File: config.mk
export PLATFORM = sky130hd
export DESIGN_NAME = product
export DESIGN_NICKNAME = d
export VERILOG_FILES = /design/src/rtl/product.sv
export SDC_FILE = /design/constraint.sdc
export NUM_CORES = 1
export LEC_CHECK = 0
export ABC_AREA = 1
export CAP_MARGIN = 20
export CORE_UTILIZATION = 37
export CTS_BUF_LIST = sky130_fd_sc_hd__clkbuf_16
export DETAILED_ROUTE_END_ITERATION = 12
export PLACE_DENSITY_LB_ADDON = 0.15
export RECOVER_POWER = 50
export SLEW_MARGIN = 0
export SYNTH_ARGS = -nofsm -noshare
export SYNTH_HDL_FRONTEND = slang
export SYNTH_SLANG_ARGS = --single-unit
File: constraint.sdc
create_clock -name clk -period 1.13 [get_ports clk]
set_input_delay 0.2825 -clock clk [delete_from_list [all_inputs] [get_ports clk]]
set_output_delay 0.2825 -clock clk [all_outputs]
set_load 0.005 [all_outputs]
File: src/rtl/product.sv
`default_nettype none
// ============================================================================
//  Module   : product
//  Purpose  : Product/multiplier register for a 32x32 unsigned sequential
//             shift-add multiplier. Holds the 64-bit running product, shows
//             its upper half to the external ALU, and steps one add/shift
//             iteration per clock for 32 clocks after a load.
//  Option   : PRODUCT_DONE_EN - adds a one-cycle 'done' pulse output on the
//             first cycle in which the final product is available.
//  Revision : 1.0  initial release
// ============================================================================
module product (
    input  logic        clk,
    input  logic        rst,         // asynchronous, active-low
    input  logic        run,
    input  logic [31:0] Mul,
    input  logic [32:0] ALU_result,  // {carry, sum} of Hi + multiplicand
    output logic [31:0] Hi,
    output logic [63:0] Prod,
    output logic        counting
`ifdef PRODUCT_DONE_EN
    ,
    output logic        done
`endif
);

    typedef enum logic [1:0] {
        S_IDLE = 2'd0,
        S_BUSY = 2'd1,
        S_DONE = 2'd2
    } state_t;

    state_t      r_state;
    logic [5:0]  r_cnt;
    logic [63:0] r_prod;
    logic        r_counting;

    logic [63:0] w_prod_step;
    logic        w_last;

    // One iteration: when the low multiplier bit is set, the ALU sum (with its
    // carry becoming bit 63) replaces the high half; either way shift right.
    always_comb begin
        w_prod_step = {1'b0, r_prod[63:1]};
        if (r_prod[0]) begin
            w_prod_step = {ALU_result, r_prod[31:1]};
        end
        w_last = (r_cnt == 6'd31);
    end

    // Control FSM plus product/counter registers.
    always_ff @(posedge clk or negedge rst) begin
        if (!rst) begin
            r_state    <= S_IDLE;
            r_cnt      <= 6'd0;
            r_prod     <= 64'd0;
            r_counting <= 1'b0;
        end else begin
            case (r_state)
                S_IDLE: begin
                    if (run) begin
                        r_prod     <= {32'd0, Mul};
                        r_cnt      <= 6'd0;
                        r_counting <= 1'b1;
                        r_state    <= S_BUSY;
                    end
                end
                S_BUSY: begin
                    r_prod <= w_prod_step;
                    r_cnt  <= r_cnt + 6'd1;
                    if (w_last) begin
                        r_counting <= 1'b0;
                        r_state    <= S_DONE;
                    end
                end
                S_DONE: begin
                    // run must drop before another operation can start
                    if (!run) begin
                        r_state <= S_IDLE;
                    end
                end
                default: begin
                    r_state    <= S_IDLE;
                    r_counting <= 1'b0;
                end
            endcase
        end
    end

`ifdef PRODUCT_DONE_EN
    logic r_done;

    // Pulse high during the first DONE cycle only.
    always_ff @(posedge clk or negedge rst) begin
        if (!rst) begin
            r_done <= 1'b0;
        end else begin
            r_done <= (r_state == S_BUSY) && w_last;
        end
    end

    assign done = r_done;
`endif

    assign Hi       = r_prod[63:32];
    assign Prod     = r_prod;
    assign counting = r_counting;

endmodule
`default_nettype wire

==> impl_metrics.py, run 1 <==
metrics = {
    "run_status": {
        "outcome": "finished, violations left",
        "failed_checks": "setup timing",
    },
    "cts": {
        "path_clk_slew_ns": 0.06,
        "clockBufferDepth": 2,
        "cts.sinks": 73,
        "cts-root-buf": "clkbuf_16",
        "cts_tree": "built",
        "cts_buffers": 9,
        "insertion_delay_ns": 0.32,
        "htree_levels": 3,
    },
    "floorplan": {
        "initial_core_util": 0.382,
        "rows": 35,
        "core_area_um2": 9240,
        "die_x_um": 99.7,
        "io_pins": 165,
        "die-height_um": 99.7,
        "dieArea_um2": 9940,
    },
    "yosys": {
        "post_synth_inst_count": 434,
        "synth.top_cell.area_share": 0.517,
        "synth-edff-count": 0,
        "synthTopCellsByCount": "nand2_1 (117), dfrtp_1 (73), nor2_1 (38)",
        "post-synth-top-count-cell": "nand2_1",
        "synth_cell_types": 18,
        "async_flop_share": 1.00,
        "syn_nets": 503,
        "ys_ff_latch": 73,
        "yosys.area.top_type": "dfrtp_1",
        "synth.cell_area_um2": 3530,
        "synth_flop_cell": "dfrtp_1",
        "synth_area_leaders": "dfrtp_1 (52%), nand2_1 (12%), buf_4 (7.9%)",
        "synth_seq_area_share": 0.517,
        "ys_warn_count": 0,
        "syn_avg_cell_area_um2": 8.14,
    },
    "sta": {
        "finalSetupViolations": 105,
        "slew_headroom": 0.681,
        "period_share": 1.10,
        "worst_pin_slew_ns": 0.479,
        "finClkSkew_ns": 0.00736,
        "hold_viol_final": 0,
        "final_max_slew_viol_count": 0,
        "timing.fmax_mhz": 804,
        "worst_slack_ns": -0.114,
        "rsz0062_at_grt": "true",
        "fin_crit_ns": 1.24,
    },
    "worst_setup_path": {
        "reg2reg_depth": 6,
        "slowest_delay_ns": 0.41,
        "cp_max_fo": 2,
        "critical_path_class": "reg -> out",
        "worst_ep_arrival_time_ns": 0.96,
        "start_kind": "flop",
        "required_ns": 0.85,
        "reg2reg_from": "r_state[1]",
        "r2r-end": "Prod[23]",
        "cpMostUsedCell": "buf_6",
        "worstSetupEndpointType": "output pin",
        "slowest_stage": "dfrtp_1",
        "rrSetupSlack_ns": -0.08,
        "cp_cell_sequence": "buf_6 -> buf_6",
    },
    "cells_and_area": {
        "final_cells": 830,
        "finish.net_count": 765,
        "area_growth_pct": 83.5,
        "final_util": 0.701,
        "fill_cells": 719,
        "drive_gt1_frac": 0.404,
        "diodes": 0,
    },
    "grt": {
        "grt_overflow": 0,
        "grt_pass1_vias": 3703,
        "grt_pass1_wl_um": 18300,
        "track_usage": 0.236,
        "antenna_found_initial": 0,
        "grt_max_degree": 48,
    },
    "routing": {
        "dr.pass1.iters": 4,
        "antenna_left": 0,
        "post-route-drc-count": 0,
        "vias": 3910,
        "wl_per_cell_um": 14.2,
        "avgViaCountPerCell": 4.71,
        "wirelength_um": 11800,
        "first_iter_violations": 169,
    },
    "placed_design": {
        "dp.cells": 743,
        "gp_congestion": 0.790,
        "dp_hpwl_um": 6930,
        "port_buffers": 164,
    },
    "job": {
        "drv_cap": 0,
    },
    "worst_hold_path": {
        "hold_class": "in -> async",
    },
    "pwr": {
        "vdd_drop_max_uv": 1230,
        "leakage_nw": 3.30,
        "cellPowerDensity_nw_per_um2": 2750,
    },
}
## report_power, final
part           internal [mW]  switching (mW)  leakage [nW]
clock network           1.91            1.06         0.152
logic                   5.93            4.62          2.20
registers               3.64           0.681         0.945
total                   11.5            6.37          3.30
## worst max-delay path: cells and delay by family (launching register included)
family                 cells  cell delay [ns]
DFF                        1             0.41
buffers and inverters      2             0.24
## sequential cells by signal, summed over array words and instances, names as in the netlist
register  flops
Prod         64
r_state       2
r_cnt         6
counting      1
## final cells by class
cell class                 count  area (um^2)  share of cell area
clock inverter                 7         85.1              0.0131
multi-input combinational    267         1330               0.204
sequential                    73         1830               0.282
timing repair buffer         306         2700               0.416
tap                          129          161              0.0249
clock buffer                   9          225              0.0348
inverter                      39          161              0.0249
## cell families after synthesis
family                     synth area share
adders and majority gates           0.00354
xor gates and xnor gates            0.00248
buffers and inverters                 0.144
DFF                                   0.517
and+or+nand+nor                       0.218
AOI/OAI and AO/OA                     0.115
## worst max-delay path by stage
| stage | slack [ns] | cells after the start | end | start |
|---|---|---|---|---|
| floorplan | 0.008 | 5 | Prod[43] | Prod[0] |
| global placement | -0.34 | 5 | Prod[31] | run |
| detailed placement | -0.39 | 7 | Prod[23] | run |
| CTS | -0.12 | 2 | Prod[39] | Prod[39] |
| global route | -0.14 | 6 | Prod[42] | r_state[1] |
| finish | -0.11 | 2 | Hi[13] | Prod[45] |
## cells in the final DEF (no fill, tap or decap)
master and instances:
buf_4 98, nand3_1 30, buf_16 2, clkbuf_1 1, clkinv_1 3, o21ai_2 4, dlygate4sd3_1 1, nor2_2 5
dfrtp_1 73, nand3_2 4, bufinv_16 2, clkbuf_16 12, o211ai_1 1, nor2_1 32, o22ai_2 3, clkinv_4 1
inv_2 1, nand2_8 1, ha_1 1, inv_8 2, buf_6 53, a21oi_1 1, inv_1 36, xnor2_1 1
nand2_1 110, o21ai_1 34, nand2_4 2, buf_12 8, buf_2 73, nor2_4 2, o21ai_0 1, clkinv_2 1
bufbuf_16 1, o22ai_1 27, clkdlybuf4s50_1 66, nand2_2 6, a21oi_2 2
## layer usage
metal	track usage	share of wire
met3	0.0647	0.079
met5	0	0
met1	0.312	0.44
met2	0.378	0.47
met4	0.0701	0.010
## metrics by stage
step                setup slack [ns]  power, mW  area, um^2  hold slack [ns]  TNS, ns
global route                  -0.139       19.0        6480            0.480   -16.91
finish                        -0.114       17.9        6480            0.432    -4.39
global placement              -0.340       12.7        5600            0.107   -22.08
floorplan                    0.00759       8.14        3530          -0.0131        0
CTS                           -0.115       17.0        6220            0.305    -5.95
detailed placement            -0.390       12.8        5600            0.109   -24.28
## timing repair
item / CTS / global route
resized for setup: 460 / 44
setup endpoints to repair: 170 / 168
endpoints found under the hold margin: 5 / 0
hold buffers: 1 / 0
buffers inserted: 48 / 16
pin swaps: 2 / 10
cloned: 4 / 4
Note: power is estimated with default switching activity, not from simulation.
==> run 2: changes to the inputs <==
--- a/config.mk
+++ b/config.mk
@@ -10,6 +10,7 @@
 export CORE_UTILIZATION = 37
 export CTS_BUF_LIST = sky130_fd_sc_hd__clkbuf_16
 export DETAILED_ROUTE_END_ITERATION = 12
+export HOLD_SLACK_MARGIN = 0.15
 export PLACE_DENSITY_LB_ADDON = 0.15
 export RECOVER_POWER = 50
 export SLEW_MARGIN = 0
==> results of run 2 <==
Same layout as run 1: the final DEF is identical, and so are final timing and power.
